File: config.mk
export PLATFORM = sky130hd
export DESIGN_NAME = peak_detect
export DESIGN_NICKNAME = d
export VERILOG_FILES = /design/src/rtl/peak_detect.sv
export SDC_FILE = /design/constraint.sdc
export NUM_CORES = 2
export LEC_CHECK = 0
export CORE_MARGIN = 2
export CORE_UTILIZATION = 40
export CTS_BUF_LIST = sky130_fd_sc_hd__clkbuf_4 sky130_fd_sc_hd__clkbuf_8
export DETAILED_ROUTE_END_ITERATION = 8
export GPL_TIMING_DRIVEN = 0
export PLACE_DENSITY = 0.67
export SLEW_MARGIN = 10
export SYNTH_ARGS = -nofsm -noshare
export SYNTH_HDL_FRONTEND = slang
export SYNTH_SLANG_ARGS = --single-unit
File: constraint.sdc
create_clock -name clk -period 6.8 [get_ports clk]
set_input_delay 2.04 -clock clk [delete_from_list [all_inputs] [get_ports clk]]
set_output_delay 2.04 -clock clk [all_outputs]
set_load 0.02 [all_outputs]
File: src/rtl/peak_detect.sv
// peak_detect: streaming spectral peak finder.
// Takes one FFT output packet per frame (sop/eop/valid framing, signed re/im) and reports
// the positive-frequency bin 1..N/2-1 with the largest power re^2+im^2. Never back-pressures.
//
// Ports:
//   clk, reset                      clock and asynchronous active-low reset
//   sink_sop/eop/valid              packet framing; sop/eop are qualified by sink_valid
//   sink_re, sink_im                signed FFT sample
//   source_valid                    one-cycle pulse: result fields below are valid
//   source_error                    one-cycle pulse: malformed frame was discarded
//   source_bin/re/im/mag            peak bin, its complex value and its power (held between results)
module peak_detect #(
    parameter int unsigned WIDTH = 20,
    parameter int unsigned DEPTH = 11
) (
    input  logic                 clk,
    input  logic                 reset,
    input  logic                 sink_sop,
    input  logic                 sink_eop,
    input  logic                 sink_valid,
    input  logic [WIDTH-1:0]     sink_re,
    input  logic [WIDTH-1:0]     sink_im,
    output logic                 source_valid,
    output logic                 source_error,
    output logic [DEPTH-1:0]     source_bin,
    output logic [WIDTH-1:0]     source_re,
    output logic [WIDTH-1:0]     source_im,
    output logic [2*WIDTH-1:0]   source_mag
);

    localparam int unsigned MW = 2 * WIDTH;
    localparam logic [DEPTH-1:0] BinOne  = DEPTH'(1);
    localparam logic [DEPTH-1:0] BinLast = '1;

    typedef enum logic [0:0] {StIdle, StFrame} state_e;

    state_e           state_q, state_d;
    logic [DEPTH-1:0] cnt_q, cnt_d;

    // Per-beat tags decoded from the framing state
    logic [DEPTH-1:0] beat_bin;
    logic             beat_cand, beat_eof, beat_err;

    // ---------------- Framing FSM ----------------
    always_ff @(posedge clk or negedge reset) begin
        if (!reset) begin
            state_q <= StIdle;
            cnt_q   <= '0;
        end else begin
            state_q <= state_d;
            cnt_q   <= cnt_d;
        end
    end

    always_comb begin
        state_d = state_q;
        cnt_d   = cnt_q;
        if (sink_valid) begin
            unique case (state_q)
                StIdle: begin
                    if (sink_sop && !sink_eop) begin
                        state_d = StFrame;
                        cnt_d   = BinOne;
                    end
                end
                StFrame: begin
                    if (sink_sop) begin
                        // Abort and restart on this beat as bin 0
                        if (sink_eop) begin
                            state_d = StIdle;
                            cnt_d   = '0;
                        end else begin
                            cnt_d = BinOne;
                        end
                    end else if (sink_eop || cnt_q == BinLast) begin
                        state_d = StIdle;
                        cnt_d   = '0;
                    end else begin
                        cnt_d = cnt_q + BinOne;
                    end
                end
                default: begin
                    state_d = StIdle;
                    cnt_d   = '0;
                end
            endcase
        end
    end

    always_comb begin
        beat_bin = (state_q == StFrame && !sink_sop) ? cnt_q : '0;
        beat_eof = 1'b0;
        beat_err = 1'b0;
        if (sink_valid) begin
            unique case (state_q)
                StIdle:  beat_err = sink_sop & sink_eop;
                StFrame: begin
                    if (sink_sop) begin
                        beat_err = 1'b1;
                    end else if (cnt_q == BinLast) begin
                        beat_eof = sink_eop;
                        beat_err = !sink_eop;
                    end else begin
                        beat_err = sink_eop;
                    end
                end
                default: beat_err = 1'b0;
            endcase
        end
        // DC and the mirrored upper half are never candidates
        beat_cand = sink_valid && (beat_bin != '0) && !beat_bin[DEPTH-1];
    end

    // ---------------- Pipeline ----------------
    // s0: tagged input beat
    logic             s0_cand_q, s0_eof_q, s0_err_q;
    logic [DEPTH-1:0] s0_bin_q;
    logic [WIDTH-1:0] s0_re_q, s0_im_q;
    // s1: squared components
    logic             s1_cand_q, s1_eof_q, s1_err_q;
    logic [DEPTH-1:0] s1_bin_q;
    logic [WIDTH-1:0] s1_re_q, s1_im_q;
    logic [MW-1:0]    s1_pre_q, s1_pim_q;
    // s2: power
    logic             s2_cand_q, s2_eof_q, s2_err_q;
    logic [DEPTH-1:0] s2_bin_q;
    logic [WIDTH-1:0] s2_re_q, s2_im_q;
    logic [MW-1:0]    s2_mag_q;
    // s3: compare/update, plus the terminating flags that trigger the output stage
    logic             s3_eof_q, s3_err_q;
    logic [DEPTH-1:0] best_bin_q;
    logic [WIDTH-1:0] best_re_q, best_im_q;
    logic [MW-1:0]    best_mag_q;
    // output stage
    logic             out_valid_q, out_error_q;
    logic [DEPTH-1:0] out_bin_q;
    logic [WIDTH-1:0] out_re_q, out_im_q;
    logic [MW-1:0]    out_mag_q;

    // Sign-extend to full width so the products are exact without mixed-width multiplies
    logic signed [MW-1:0] re_ext, im_ext;
    assign re_ext = {{WIDTH{s0_re_q[WIDTH-1]}}, s0_re_q};
    assign im_ext = {{WIDTH{s0_im_q[WIDTH-1]}}, s0_im_q};

    logic load_best;
    assign load_best = s2_cand_q && (s2_bin_q == BinOne || s2_mag_q > best_mag_q);

    always_ff @(posedge clk or negedge reset) begin
        if (!reset) begin
            s0_cand_q   <= 1'b0;
            s0_eof_q    <= 1'b0;
            s0_err_q    <= 1'b0;
            s0_bin_q    <= '0;
            s0_re_q     <= '0;
            s0_im_q     <= '0;
            s1_cand_q   <= 1'b0;
            s1_eof_q    <= 1'b0;
            s1_err_q    <= 1'b0;
            s1_bin_q    <= '0;
            s1_re_q     <= '0;
            s1_im_q     <= '0;
            s1_pre_q    <= '0;
            s1_pim_q    <= '0;
            s2_cand_q   <= 1'b0;
            s2_eof_q    <= 1'b0;
            s2_err_q    <= 1'b0;
            s2_bin_q    <= '0;
            s2_re_q     <= '0;
            s2_im_q     <= '0;
            s2_mag_q    <= '0;
            s3_eof_q    <= 1'b0;
            s3_err_q    <= 1'b0;
            best_bin_q  <= '0;
            best_re_q   <= '0;
            best_im_q   <= '0;
            best_mag_q  <= '0;
            out_valid_q <= 1'b0;
            out_error_q <= 1'b0;
            out_bin_q   <= '0;
            out_re_q    <= '0;
            out_im_q    <= '0;
            out_mag_q   <= '0;
        end else begin
            s0_cand_q <= beat_cand;
            s0_eof_q  <= beat_eof;
            s0_err_q  <= beat_err;
            s0_bin_q  <= beat_bin;
            s0_re_q   <= sink_re;
            s0_im_q   <= sink_im;

            s1_cand_q <= s0_cand_q;
            s1_eof_q  <= s0_eof_q;
            s1_err_q  <= s0_err_q;
            s1_bin_q  <= s0_bin_q;
            s1_re_q   <= s0_re_q;
            s1_im_q   <= s0_im_q;
            s1_pre_q  <= MW'(re_ext * re_ext);
            s1_pim_q  <= MW'(im_ext * im_ext);

            s2_cand_q <= s1_cand_q;
            s2_eof_q  <= s1_eof_q;
            s2_err_q  <= s1_err_q;
            s2_bin_q  <= s1_bin_q;
            s2_re_q   <= s1_re_q;
            s2_im_q   <= s1_im_q;
            s2_mag_q  <= s1_pre_q + s1_pim_q;

            s3_eof_q  <= s2_eof_q;
            s3_err_q  <= s2_err_q;
            // Bin 1 reloads unconditionally, so a stale best never leaks across frames
            if (load_best) begin
                best_bin_q <= s2_bin_q;
                best_re_q  <= s2_re_q;
                best_im_q  <= s2_im_q;
                best_mag_q <= s2_mag_q;
            end

            out_valid_q <= s3_eof_q;
            out_error_q <= s3_err_q;
            if (s3_eof_q) begin
                out_bin_q <= best_bin_q;
                out_re_q  <= best_re_q;
                out_im_q  <= best_im_q;
                out_mag_q <= best_mag_q;
            end
        end
    end

    assign source_valid = out_valid_q;
    assign source_error = out_error_q;
    assign source_bin   = out_bin_q;
    assign source_re    = out_re_q;
    assign source_im    = out_im_q;
    assign source_mag   = out_mag_q;

endmodule

==> metrics.yaml <==
cts_tree: "yes"
initial_core_util_pct: 40.5
die_y_um: 336
synth-edff-count: 0
syn_to_final_growth_pct: 18.8
wirelength_mm: 104
worstPathRequired_ns: 7.42
hold_violations: 0
clock_skew_ns: 0.0459
synth_top_cell_area_share_pct: 35.0
core_area_um2: 109000
busiest_layer: "met2"
worstPathCellList: "clkbuf_16 -> buf_4 -> and2_4 -> xnor2_1 -> ha_1 -> a31o_2 -> fa_1 -> fa_1 -> fa_1 -> fa_1 -> fa_1 -> inv_1 -> fa_1 -> inv_1 -> ha_1 -> a21o_1 -> a21o_1 -> a2111oi_4 -> nand3_2 -> a21o_1 -> or4_4 -> a311oi_2 -> o21bai_1 -> xnor2_1"
synthesis.area_um2: 44200
end_kind: "flop"
ys_types: 66
fin_tns_setup_ns: -0.197
row_count: 121
final_cells: 5899
yosysTopAreaCell: "fa_1"
clk_latency_ns: 0.76
clockBufferDepth: 3
synth_fp_nets: 5111
async_reset_ff_share_pct: 100
route.detailed.vias_per_inst: 4.87
netlist_top_cells_area: "fa_1, dfrtp_1, ha_1"
vias: 28700
crit_path_max_fanout: 4
synth_ff_type: "dfrtp_1"
worstReg2RegStart: "s0_im_q[3]"
grt_max_degree: 111
min_from: "s1_bin_q[1]"
hold_ws_ns: 0.342
wire_per_inst_um: 17.6
clk_pin_slew_ns: 0.07
routabilityCongestion: 0.910
outcome: "finished, violations left"
die_w_um: 336
drt_iter0_drc: 1431
pin_count: 138
syn_inst: 4001
rsz0062_at_grt: "true"
hold_path_class: "reg -> reg"
gr-usage-met3_pct: 3.64
placed_cells: 5618
max_stage_delay_ns: 0.61
final_nets: 5465
die-area_um2: 113000
cts-root-buf: "clkbuf_8"
critPathLaunchType: "flop"
antenna_found_initial: 6
drt_pass1_iterations: 5
violations: "setup timing"
utilization_pct: 48.1
worstSetupPathType: "reg -> reg"
min_to: "s2_bin_q[1]"
numCtsBuffers: 83
tightest_slew_ns: 0.896
cp_common_cell: "fa_1"
arrival_ns: 7.57
fin_crit_ns: 6.95
cap_violations: 0
clock-sinks: 476
regToRegSetupSlack_ns: -0.15
r2r-end: "s1_pim_q[39]"
grtUsageMet2_pct: 31.9
hold_depth: 0
grt_pass1_wl_mm: 168
antenna_left: 0
grt_pass1_vias: 31700
grtUsageMet1_pct: 25.2
ys.warnings.count: 0
worst-r2r-cell-count: 24
cts_max_level: 3
synth_seq_cells: 476
setup_ws_ns: -0.152
gr-total-overflow: 0
yosysSeqAreaShare_pct: 27.0
postCtsHoldBufs: 0
drc: 0
dp.final_hpwl_mm: 80.5
port_buffers: 137
drive_gt1_share_pct: 16.6
setup_viol: 2
slowest_stage: "fa_1"
grtUsageTotal_pct: 19.3
fmax_ghz: 0.144
maxSlewViolCount: 0
relSlewSlack_pct: 39.9
synth_area_per_cell_um2: 11.0
finalCritPeriodShare_pct: 102
==> worst max-delay path by stage <==
stage	start	to	slack, ns	cells after the start
after floorplan	s0_im_q[2]	s1_pim_q[39]	0.02	21
after global placement	reset	s0_im_q[12]	-16.96	1
after detailed placement	s0_im_q[3]	s1_pim_q[39]	-1.55	23
after CTS	s0_im_q[19]	s1_pim_q[39]	-0.16	21
after global routing	s0_im_q[14]	s1_pim_q[39]	-0.35	23
final	s0_im_q[3]	s1_pim_q[39]	-0.15	24
==> worst max-delay path: cells and delay by family (launching register included) <==
| family | cells | cell delay, ns |
|---|---|---|
| xor gates and xnor gates | 2 | 0.26 |
| and+or+nand+nor | 3 | 0.69 |
| AOI/OAI and AO/OA | 7 | 1.64 |
| buffers and inverters | 4 | 0.42 |
| adders and majority gates | 8 | 3.35 |
| DFF | 1 | 0.47 |
==> area by class of cell <==
type                    count  area [um^2]
clock inverters            27          405
multi-input cells        2447        29200
plain buffers              98         1190
diodes                      6         15.0
inverters                 971         3690
clock buffers             120         1540
repair buffers            278         2610
flip-flops and latches    476        12000
well taps                1476         1850
fillers                  9901        56700
==> cell usage after synthesis (all sizes together), types with 2 or more instances <==
cell and n:
nor2b 41, mux2 174, o31ai 2, or2 5
o211a 3, a2111oi 3, and4 2, nand2b 16
a221oi 6, a211o 4, ha 294, o21ai 79
o211ai 12, a311oi 3, o41ai 2, nor3 10
a31o 14, xor2 34, o21bai 15, a21oi 92
a41oi 2, nand3 20, nand2 273, and3 24
and2 164, fa 771, clkbuf 97, a21o 62
a22o 3, nor2 114, inv 971, o21a 17
nor4b 4, dfrtp 476, o2111ai 2, xnor2 108
a31oi 12, buf 10, nor4 3, nand4 18
a211oi 20, or3 4
==> logic make-up after synthesis <==
kind of cell,share of synthesized area (%)
flip-flops,27.0
multiplexers,4.46
adder cells (fa/ha/maj),43.3
AND/OR/NAND/NOR,7.74
XOR/XNOR,2.82
AO/OA/AOI/OAI,5.54
buffers and inverters,9.19
==> routing by layer <==
metal | wire, um | up-vias
li1 | - | 12900
met1 | 43400 | 14900
met2 | 50000 | 711
met3 | 6800 | 193
met4 | 3760 | 0
met5 | 0 | -
==> placed cells by master (no fill, tap or decap), types with 16 or more instances in the layout <==
master           count
clkbuf_1            16
ha_4                23
clkbuf_4            27
fa_2                34
nor2_1             105
nand4_1             18
fa_1               737
mux2_1              81
nand2b_1            16
xnor2_1            107
xor2_1              33
nor2b_1             40
dfrtp_2             32
and2_1             152
inv_2               25
buf_4              127
mux2_2              93
clkbuf_16           23
and3_1              24
o21ai_0             61
a21oi_1             77
a21o_1              62
inv_1              933
o21a_1              16
nand2_1            252
dfrtp_1            444
clkbuf_8           119
clkdlybuf4s50_1    136
ha_1               258
==> per-stage QoR <==
stage | worst slack [ns] | area [um^2]
2_1_floorplan | 0.0191 | 44200
3_3_place_gp | -16.96 | 47400
3_5_place_dp | -1.55 | 47500
4_1_cts | -0.164 | 51700
5_1_grt | -0.346 | 52400
6_report | -0.152 | 52500
==> what timing repair did <==
item                                    CTS  global route
resized for setup                       367           146
buffers inserted                        108            28
gates cloned                              1             0
pin swaps                               108            92
endpoints found under the setup margin   54            21
==> registers in the layout (all words and copies together), names as in the netlist, 20 cells and up <==
register,cells
best_re_q,20
source_re,20
s0_im_q,20
s1_pim_q,39
best_mag_q,40
source_mag,40
source_im,20
s2_re_q,20
best_im_q,20
s0_re_q,20
s2_im_q,20
s2_mag_q,40
s1_pre_q,39
Power is left out: the tool's default activity adds up to more than one toggle a clock period on the data nets, which glitch-free logic cannot reach.
